## config.mk

```make
export PLATFORM = sky130hd
export DESIGN_NAME = dmem_access_unit
export DESIGN_NICKNAME = d
export VERILOG_FILES = /design/src/rtl/dmem_access_unit_pkg.sv /design/src/rtl/load_extender.sv /design/src/rtl/dmem_access_unit.sv
export SDC_FILE = /design/constraint.sdc
export NUM_CORES = 1
export LEC_CHECK = 0
export CAP_MARGIN = 20
export CORE_ASPECT_RATIO = 0.9
export CORE_MARGIN = 5
export CORE_UTILIZATION = 49
export CTS_CLUSTER_DIAMETER = 120
export DETAILED_ROUTE_END_ITERATION = 6
export PLACE_DENSITY_LB_ADDON = 0.25
export SLEW_MARGIN = 25
export SYNTH_ARGS = -nofsm -noshare
export SYNTH_HDL_FRONTEND = slang
export SYNTH_SLANG_ARGS = --single-unit
```

## constraint.sdc

```tcl
create_clock -name i_clk -period 16.3 [get_ports i_clk]
set_input_delay 2.445 -clock i_clk [delete_from_list [all_inputs] [get_ports i_clk]]
set_output_delay 2.445 -clock i_clk [all_outputs]
set_load 0.01 [all_outputs]
```

## src/rtl/dmem_access_unit_pkg.sv

```systemverilog
// rtl/dmem_access_unit_pkg.sv - shared opcodes and operation encodings for the data-memory access unit
// Contents:
//   F3_LB..F3_LWU, F3_SB..F3_SD : funct3 size/sign codes (instruction[14:12])
//   _DM_LOAD / _DM_STORE        : DMemOp encodings driven by the control FSM
//   dma_state_e                 : dmem_access_unit sequencer states
//   size_bytes()                : funct3 -> access size in bytes (1/2/4/8)
package dmem_access_unit_pkg;

    // Load size/sign codes
    localparam logic [2:0] F3_LB  = 3'b000;
    localparam logic [2:0] F3_LH  = 3'b001;
    localparam logic [2:0] F3_LW  = 3'b010;
    localparam logic [2:0] F3_LD  = 3'b011;
    localparam logic [2:0] F3_LBU = 3'b100;
    localparam logic [2:0] F3_LHU = 3'b101;
    localparam logic [2:0] F3_LWU = 3'b110;

    // Store size codes
    localparam logic [2:0] F3_SB  = 3'b000;
    localparam logic [2:0] F3_SH  = 3'b001;
    localparam logic [2:0] F3_SW  = 3'b010;
    localparam logic [2:0] F3_SD  = 3'b011;

    // DMemOp encodings
    localparam logic _DM_LOAD  = 1'b0;
    localparam logic _DM_STORE = 1'b1;

    typedef enum logic [1:0] {
        DMA_IDLE = 2'd0,
        DMA_REQ  = 2'd1,
        DMA_DONE = 2'd2
    } dma_state_e;

    // Access size in bytes; the illegal code 111 decodes as 8 and is
    // rejected separately by the legality check.
    function automatic logic [3:0] size_bytes(input logic [2:0] f3);
        logic [3:0] n;
        case (f3)
            F3_LB, F3_LBU: n = 4'd1;
            F3_LH, F3_LHU: n = 4'd2;
            F3_LW, F3_LWU: n = 4'd4;
            default:       n = 4'd8;
        endcase
        return n;
    endfunction

endpackage

```

## src/rtl/load_extender.sv

```systemverilog
// rtl/load_extender.sv - selects the addressed lane of a memory doubleword and sign/zero-extends it
// Ports:
//   i_rdata  [XLEN]  raw read data from the memory bus
//   i_off    [OFFW]  byte offset of the access within the doubleword
//   i_funct3 [3]     size/sign code of the load
//   o_data   [XLEN]  right-aligned, extended load result (combinational)
module load_extender
    import dmem_access_unit_pkg::*;
#(
    parameter int XLEN = 64,
    localparam int OFFW = $clog2(XLEN / 8)
) (
    input  logic [XLEN-1:0] i_rdata,
    input  logic [OFFW-1:0] i_off,
    input  logic [2:0]      i_funct3,
    output logic [XLEN-1:0] o_data
);

    logic [XLEN-1:0] w_sh;

    always_comb begin
        w_sh = i_rdata >> {i_off, 3'b000};
        case (i_funct3)
            F3_LB:   o_data = {{(XLEN-8){w_sh[7]}},   w_sh[7:0]};
            F3_LH:   o_data = {{(XLEN-16){w_sh[15]}}, w_sh[15:0]};
            F3_LW:   o_data = {{(XLEN-32){w_sh[31]}}, w_sh[31:0]};
            F3_LBU:  o_data = {{(XLEN-8){1'b0}},      w_sh[7:0]};
            F3_LHU:  o_data = {{(XLEN-16){1'b0}},     w_sh[15:0]};
            F3_LWU:  o_data = {{(XLEN-32){1'b0}},     w_sh[31:0]};
            default: o_data = w_sh;
        endcase
    end

endmodule

```

## src/rtl/dmem_access_unit.sv

```systemverilog
// rtl/dmem_access_unit.sv - load/store sequencer between control FSM and a doubleword data memory
// Optional feature: define DMEM_TIMEOUT_EN to abort a request after TIMEOUT_CYCLES REQ cycles without ack.
// Ports:
//   i_clk, i_reset          clock, asynchronous active-high reset
//   i_start                 one-cycle request pulse (sampled only in IDLE)
//   i_we, i_funct3          DMemOp (0 load / 1 store), size/sign code
//   i_addr, i_wdata         byte address, right-aligned store data
//   o_rdata                 extended load result, held until the next successful load
//   o_done, o_err, o_busy   completion pulse, error qualifier, not-idle flag
//   o_mem_req, o_mem_we     memory request (held until ack), write strobe
//   o_mem_addr, o_mem_be    doubleword-aligned address, byte enables
//   o_mem_wdata             store data shifted to its lanes
//   i_mem_ack, i_mem_rdata  memory completion, read data
module dmem_access_unit
    import dmem_access_unit_pkg::*;
#(
    parameter int XLEN           = 64,
    parameter int TIMEOUT_CYCLES = 255
) (
    input  logic              i_clk,
    input  logic              i_reset,
    input  logic              i_start,
    input  logic              i_we,
    input  logic [2:0]        i_funct3,
    input  logic [XLEN-1:0]   i_addr,
    input  logic [XLEN-1:0]   i_wdata,
    output logic [XLEN-1:0]   o_rdata,
    output logic              o_done,
    output logic              o_err,
    output logic              o_busy,
    output logic              o_mem_req,
    output logic              o_mem_we,
    output logic [XLEN-1:0]   o_mem_addr,
    output logic [XLEN/8-1:0] o_mem_be,
    output logic [XLEN-1:0]   o_mem_wdata,
    input  logic              i_mem_ack,
    input  logic [XLEN-1:0]   i_mem_rdata
);

    localparam int LANES = XLEN / 8;
    localparam int OFFW  = $clog2(LANES);

    dma_state_e        r_state;
    logic [2:0]        r_funct3;
    logic [OFFW-1:0]   r_off;
    logic [XLEN-1:0]   r_rdata;
    logic              r_done;
    logic              r_err;
    logic              r_busy;
    logic              r_mem_req;
    logic              r_mem_we;
    logic [XLEN-1:0]   r_mem_addr;
    logic [LANES-1:0]  r_mem_be;
    logic [XLEN-1:0]   r_mem_wdata;

`ifdef DMEM_TIMEOUT_EN
    localparam int TCW_RAW = $clog2(TIMEOUT_CYCLES + 1);
    localparam int TCW     = (TCW_RAW < 8) ? 8 : TCW_RAW;
    logic [TCW-1:0]    r_tcnt;
`endif

    logic [3:0]        w_nbytes;
    logic [OFFW-1:0]   w_off;
    logic              w_legal;
    logic              w_aligned;
    logic [LANES-1:0]  w_be_mask;
    logic [LANES-1:0]  w_be;
    logic [XLEN-1:0]   w_wdata_sh;
    logic [XLEN-1:0]   w_addr_al;
    logic [XLEN-1:0]   w_load_data;

    assign w_nbytes = size_bytes(i_funct3);
    assign w_off    = i_addr[OFFW-1:0];

    // Stores only have the four size codes; loads reject only 111.
    // Accesses wider than the bus are rejected as well.
    assign w_legal = ((i_we == _DM_STORE) ? (i_funct3 <= F3_SD) : (i_funct3 != 3'b111))
                     && (int'(w_nbytes) <= LANES);
    assign w_aligned = (w_off & OFFW'(w_nbytes - 4'd1)) == '0;

    always_comb begin
        case (w_nbytes)
            4'd1:    w_be_mask = LANES'(1);
            4'd2:    w_be_mask = LANES'(3);
            4'd4:    w_be_mask = LANES'(15);
            default: w_be_mask = {LANES{1'b1}};
        endcase
    end

    assign w_be       = w_be_mask << w_off;
    assign w_wdata_sh = i_wdata << {w_off, 3'b000};
    assign w_addr_al  = {i_addr[XLEN-1:OFFW], {OFFW{1'b0}}};

    load_extender #(.XLEN(XLEN)) u_load_extender (
        .i_rdata  (i_mem_rdata),
        .i_off    (r_off),
        .i_funct3 (r_funct3),
        .o_data   (w_load_data)
    );

    always_ff @(posedge i_clk or posedge i_reset) begin
        if (i_reset) begin
            r_state     <= DMA_IDLE;
            r_funct3    <= '0;
            r_off       <= '0;
            r_rdata     <= '0;
            r_done      <= 1'b0;
            r_err       <= 1'b0;
            r_busy      <= 1'b0;
            r_mem_req   <= 1'b0;
            r_mem_we    <= 1'b0;
            r_mem_addr  <= '0;
            r_mem_be    <= '0;
            r_mem_wdata <= '0;
`ifdef DMEM_TIMEOUT_EN
            r_tcnt      <= '0;
`endif
        end else begin
            case (r_state)
                DMA_IDLE: begin
                    r_done <= 1'b0;
                    r_err  <= 1'b0;
                    if (i_start) begin
                        r_funct3 <= i_funct3;
                        r_off    <= w_off;
                        r_busy   <= 1'b1;
                        if (w_legal && w_aligned) begin
                            r_state     <= DMA_REQ;
                            r_mem_req   <= 1'b1;
                            r_mem_we    <= i_we;
                            r_mem_addr  <= w_addr_al;
                            r_mem_be    <= w_be;
                            r_mem_wdata <= w_wdata_sh;
`ifdef DMEM_TIMEOUT_EN
                            r_tcnt      <= '0;
`endif
                        end else begin
                            // Rejected: straight to DONE, memory never sees it.
                            r_state <= DMA_DONE;
                            r_done  <= 1'b1;
                            r_err   <= 1'b1;
                        end
                    end
                end

                DMA_REQ: begin
                    if (i_mem_ack) begin
                        r_state   <= DMA_DONE;
                        r_mem_req <= 1'b0;
                        r_done    <= 1'b1;
                        r_err     <= 1'b0;
                        if (r_mem_we == _DM_LOAD) begin
                            r_rdata <= w_load_data;
                        end
                    end
`ifdef DMEM_TIMEOUT_EN
                    // Ack is tested first so an ack on the expiry cycle wins.
                    else if (r_tcnt == TCW'(TIMEOUT_CYCLES - 1)) begin
                        r_state   <= DMA_DONE;
                        r_mem_req <= 1'b0;
                        r_done    <= 1'b1;
                        r_err     <= 1'b1;
                    end else begin
                        r_tcnt <= r_tcnt + 1'b1;
                    end
`endif
                end

                DMA_DONE: begin
                    r_state <= DMA_IDLE;
                    r_done  <= 1'b0;
                    r_err   <= 1'b0;
                    r_busy  <= 1'b0;
                end

                default: begin
                    r_state   <= DMA_IDLE;
                    r_done    <= 1'b0;
                    r_err     <= 1'b0;
                    r_busy    <= 1'b0;
                    r_mem_req <= 1'b0;
                end
            endcase
        end
    end

    assign o_rdata     = r_rdata;
    assign o_done      = r_done;
    assign o_err       = r_err;
    assign o_busy      = r_busy;
    assign o_mem_req   = r_mem_req;
    assign o_mem_we    = r_mem_we;
    assign o_mem_addr  = r_mem_addr;
    assign o_mem_be    = r_mem_be;
    assign o_mem_wdata = r_mem_wdata;

endmodule

```

# Yosys cells after proc, flatten, opt, wreduce, memory -nomap -nowiden
# Index checks and enable logic that the tools add are counted.
# op_classes
n_mux,19
n_reduce_logical,15
add_sub_neg,1
bitwise_logic,4
shifts,3
eq_ne,19
n_div,0
mul,0
order_cmp,2
# ops
op,n
one-hot mux 64 bit (6 select lines),1
left shift 64 x 6 -> 64 bit,1
>> shifter 64 x 6 -> 64 bit,1
one-hot mux 8 bit (3 select lines),1
equality test 3 bit (second input constant),6
one-hot mux 4 bit (3 select lines),1
zero test 3 bit,3
2-to-1 mux 1 bit,8
left shift 8 x 3 -> 8 bit,1
equality test 3 x 1 -> 1 bit (second input constant),2
equality test 3 x 2 -> 1 bit (second input constant),2
2-to-1 mux 2 bit,3
!= test 2 bit (second input constant),3
one-hot mux 1 bit (2 select lines),3
AND reduction 2 bit,3
AND reduction 3 bit,2
OR reduction 2 bit,3
equality test 4 x 1 -> 1 bit (second input constant),1
equality test 4 x 2 -> 1 bit (second input constant),1
equality test 4 x 3 -> 1 bit (second input constant),1
<= comparator 4 bit (second input constant),1
one-hot mux 2 bit (2 select lines),1
AND reduction 4 bit,1
AND 3 bit,1
other kinds (9),12
# totals
latchBits,0
register_bits,210
mem_count,0
output_inout_bits,205
mem_bits_rw,0
wordCells,75
romBits,0

# Longest topological paths before layout
# logic_depth
word_depth,10
depth_mapped,9

# Hierarchy
# A second synthesis with hierarchy kept.
# unflattened
hier_cells,1008
hier_area_um2,11712.5
# modules_own_cells
mod,instances,seq_area_each_um2,cells_each,area_per_inst_um2
dmem_access_unit,1,5255.0,715,9374.0
load_extender,1,0.0,293,2338.5

# Worst setup path before layout
# OpenSTA, ideal clock, no wires.
# synth_timing
path_kind,input to register
startpoint,input port i_addr[1]
endpoint,register r_mem_wdata[52] (netlist: o_mem_wdata[52])
path_slack_ns,12.334
arrival_time_ns,3.838
required_ns,16.172
n_path_buf,2
stages,6
path_cell_list,buf_2 -> buf_1 -> mux2_2 -> o211ai_1 -> o21ai_0 -> mux2_1
# synth_via
elab_chain_cells,4
# synth_rtl
element,line,rtl
start: declaration,dmem_access_unit.sv:25,"input logic [XLEN-1:0] i_addr,"
branches (longest 4 deep; another with left shift 64 x 6 -> 64 bit),--,
end signal: assignment,dmem_access_unit.sv:133,r_mem_wdata <= w_wdata_sh;
end: declaration,dmem_access_unit.sv:54,logic [XLEN-1:0] r_mem_wdata;
# Parallel ways; which one is timed is not known.
# A chain may end at the register's enable or synchronous reset.

# Worst setup path after layout
# layout_timing
startpoint,input port i_addr[2]
endpoint,register r_mem_addr[36] (netlist: o_mem_addr[36])
# layout_via
elab_chain_cells,4
# layout_rtl
element,line,rtl
AND 3 bit,dmem_access_unit.sv:79,assign w_aligned = (w_off & OFFW'(w_nbytes - 4'd1)) == '0;
zero test 3 bit,dmem_access_unit.sv:79,
logical AND 1 bit,dmem_access_unit.sv:127,if (w_legal && w_aligned) begin
AND reduction 3 bit (no line),--,
end signal: assignment,dmem_access_unit.sv:131,r_mem_addr <= w_addr_al;
end: declaration,dmem_access_unit.sv:52,logic [XLEN-1:0] r_mem_addr;
# Every way passes these cells.

==> out/summary.json <==
{
  "outcome": {
    "outcome": "finished clean"
  },
  "critical_path": {
    "path_max_fanout": 105,
    "r2r_cells": 7,
    "worstPathArrival_ns": 5.71,
    "criticalPathCategory": "in2reg",
    "critical_path_required_ns": 16.69,
    "critPathLaunchType": "primary input",
    "crit_path_end_kind": "flip-flop"
  },
  "cells_and_area": {
    "antenna_diode_count": 0,
    "drive_gt1_frac": 0.132,
    "filler_cell_count": 1702,
    "syn_to_final_growth_pct": 43.1,
    "numnets_final": 1653,
    "final-seq-area_sq_um": 5260,
    "combined_area_of_the_multi_input_logic_cells_sq_um": 5730,
    "finalCoreUtilization": 0.706
  },
  "synthesis": {
    "synth_ff_type": "dfrtp_1",
    "netlist_area_sq_um": 11400,
    "post_synthesis_adder_cell_area_fraction": 0,
    "synth_edf_count": 0,
    "post_synth_num_cell_types": 47,
    "seq_area_frac_synth": 0.460,
    "synth_xor_xnor_area_share": 0,
    "synth_top_area_share": 0.460,
    "synthSimpleGateAreaFrac": 0.105,
    "synth.ff_latch_count": 210,
    "synth.top_cells.by_area": "dfrtp_1 46%, mux2_2 9.9%, mux2i_1 6.5%",
    "syn_area_per_cell_sq_um": 10.3,
    "synth_top_family_by_area": "multiplexers",
    "synth_compound_gate_area_share": 0.166,
    "netlist.top_cell.by_area": "dfrtp_1",
    "syn_inst": 1111,
    "yosysWarningCount": 0,
    "synth.area.mux_share": 0.229,
    "synthArstFlopShare": 1.00
  },
  "hold_path": {
    "timing.hold.worst.class": "reg2reg",
    "worst_hold_path.num_cells": 2
  },
  "grt": {
    "global_route_wire_length_before_repair_mm": 58.4,
    "global_route_overflow": 0,
    "grt_max_degree": 138,
    "track_usage": 0.278,
    "first_global_vias": 10200,
    "antenna_found_initial": 0
  },
  "placed_design": {
    "place.gp.congestion": 0.916,
    "detailed_place_hpwl_mm": 27.8,
    "placement.io_buffers": 401
  },
  "power": {
    "register_share_of_total_power": 0.343,
    "power_uw": 2520,
    "leakage_uw": 0.00681,
    "comb_power_share": 0.431,
    "worst_ir_drop_vdd_mv": 0.126,
    "share_clk_of_total_power": 0.225,
    "p_int_uw": 1660,
    "total_switching_power_uw": 858,
    "power_per_cell_area_nw_per_um2": 154,
    "power_switching_share": 0.341
  },
  "floorplan": {
    "die_outline_width_um": 171,
    "dieHeight_um": 155,
    "total_die_area_sq_um": 26400,
    "placementRows": 53,
    "initial_utilization": 0.493,
    "ios": 405,
    "core_area_sq_um": 23100
  },
  "sta": {
    "max_slew.worst_pin.slew_ns": 1.10,
    "finClkSkew_ns": 0.0219,
    "worst_slew_margin": 0.265,
    "final_hold_viol_count": 0,
    "fmax_mhz": 188,
    "grt_setup_unrepaired": "no",
    "post-route-min-period_ns": 5.31,
    "slew_violations": 0,
    "setup_viol": 0,
    "timing.setup.tns_ns": 0,
    "finalCritPeriodShare": 0.326
  },
  "clocking": {
    "cts_tree": "built",
    "cts_inserted_buffers": 24,
    "clock_sink_count": 210,
    "latest_clock_arrival_within_the_worst_skew_pair_ns": 0.52,
    "clk_root_buffer_cell": "clkbuf_16",
    "cts_hold_buffers": 0,
    "clk_transition_reported_paths_ns": 0.06,
    "postCtsSetupRepairBufs": 0,
    "htreeDepth": 1,
    "post_cts_resized": 0,
    "maximum_buffer_depth_of_the_clock_tree": 3
  },
  "drt": {
    "detail_route.vias_per_cell": 5.84,
    "final_antenna_net_count": 0,
    "route.vias.total": 10300,
    "wire_per_inst_um": 21.8,
    "drc_errors": 0,
    "route.final.wire_length_mm": 38.6,
    "detail_route.first_pass.iterations": 5,
    "drtIter0Drc": 954
  },
  "flow_run": {
    "cap_violations": 0
  }
}
-- power groups by stage --
stage               sequential (uW)  combinational, uW  clock, uW
finish                          864               1090        568
global placement                857               1070          0
CTS                             864               1090        577
detailed placement              869               1080          0
global route                    890               1160        599
floorplan                       922                424          0
-- worst max-delay path: stages --
cell and delay [ns]:
clkdlybuf4s50_1 0.46, buf_4 0.40, a21o_1 0.19, nand2_1 0.10
nand4_4 0.12, buf_4 0.71, buf_6 0.70, mux2_2 0.44
-- through the flow --
step,hold WS [ns],std cells,cell area (sq um),setup WS (ns)
4_1_cts,0.480,1768,16300,10.79
3_3_place_gp,0.459,1728,15500,10.28
6_report,0.478,1769,16300,10.99
3_5_place_dp,0.465,1728,15500,10.24
5_1_grt,0.482,1769,16300,10.80
2_1_floorplan,0.500,1113,11400,8.12
-- area by class of cell --
class                   instances  area share
inverters                       7     0.00237
flip-flops and latches        210       0.322
clock inverters                 9     0.00980
multi-input cells             799       0.351
clock buffers                  31      0.0408
repair buffers                411       0.251
well taps                     302      0.0231
-- synth_stat cells, types with 24 or more instances --
cell,count
mux4_2,27
a21oi_1,128
nor2b_1,25
o31ai_1,24
buf_2,33
nand2_1,104
mux2_2,100
mux2i_1,74
nor2_1,109
dfrtp_1,210
o21ai_0,54
clkbuf_1,43
-- sequential cells by signal (all words and copies together), names as in the netlist --
name / cells
r_state: 2
o_err: 1
r_off: 3
o_done: 1
o_mem_we: 1
o_busy: 1
o_mem_addr: 61
r_funct3: 3
o_mem_req: 1
o_mem_wdata: 64
o_mem_be: 8
o_rdata: 64
-- placed cells by master (no fill, tap or decap), types with 3 or more instances in the layout --
| cell | instances |
|---|---|
| a211oi_1 | 22 |
| a21o_1 | 10 |
| a21oi_1 | 128 |
| a22oi_1 | 8 |
| a31oi_1 | 20 |
| buf_4 | 8 |
| bufinv_16 | 4 |
| clkbuf_1 | 3 |
| clkbuf_16 | 24 |
| clkbuf_8 | 4 |
| clkdlybuf4s50_1 | 399 |
| clkinv_2 | 3 |
| conb_1 | 3 |
| dfrtp_1 | 207 |
| inv_1 | 5 |
| mux2_1 | 12 |
| mux2_2 | 100 |
| mux2i_1 | 74 |
| mux4_2 | 27 |
| nand2_1 | 104 |
| nand2b_1 | 7 |
| nor2_1 | 108 |
| nor2b_1 | 25 |
| nor3b_1 | 6 |
| o211ai_1 | 9 |
| o21a_1 | 3 |
| o21ai_0 | 54 |
| o21ai_1 | 12 |
| o22a_1 | 9 |
| o2bb2ai_1 | 7 |
| o31ai_1 | 24 |
| or2_2 | 4 |
-- cell families (layout without fill, tap and decap cells) --
family                 after synthesis  count (layout)
multiplexers                       213             213
flip-flops                         210             210
AND/OR/NAND/NOR                    268             268
AO/OA/AOI/OAI                      315             315
other                                1               3
buffers and inverters              104             458
-- routing by layer --
layer  global-route usage  vias to the layer above  part of all wire
met5                    0                        -                 0
met4                0.110                        0             0.047
met3               0.0716                       89             0.092
met2                0.435                      507              0.46
met1                0.373                     5043              0.40
li1                     -                     4699                 -
-- path summary, 6_finish.rpt --
| path | slack [ns] | startpoint | to |
|---|---|---|---|
| max in group asynchronous | 12.56 | i_reset | r_off[0] |
| min in group asynchronous | 2.42 | i_reset | o_mem_be[0] |
| worst min-delay path | 0.48 | o_mem_wdata[57] | o_mem_wdata[57] |
| worst max-delay path | 10.99 | i_addr[2] | o_mem_addr[36] |
| worst min register to register | 0.48 | o_mem_wdata[57] | o_mem_wdata[57] |
| worst max register to register | 13.28 | r_off[0] | o_rdata[50] |
Power figures use the tool's default switching activity.
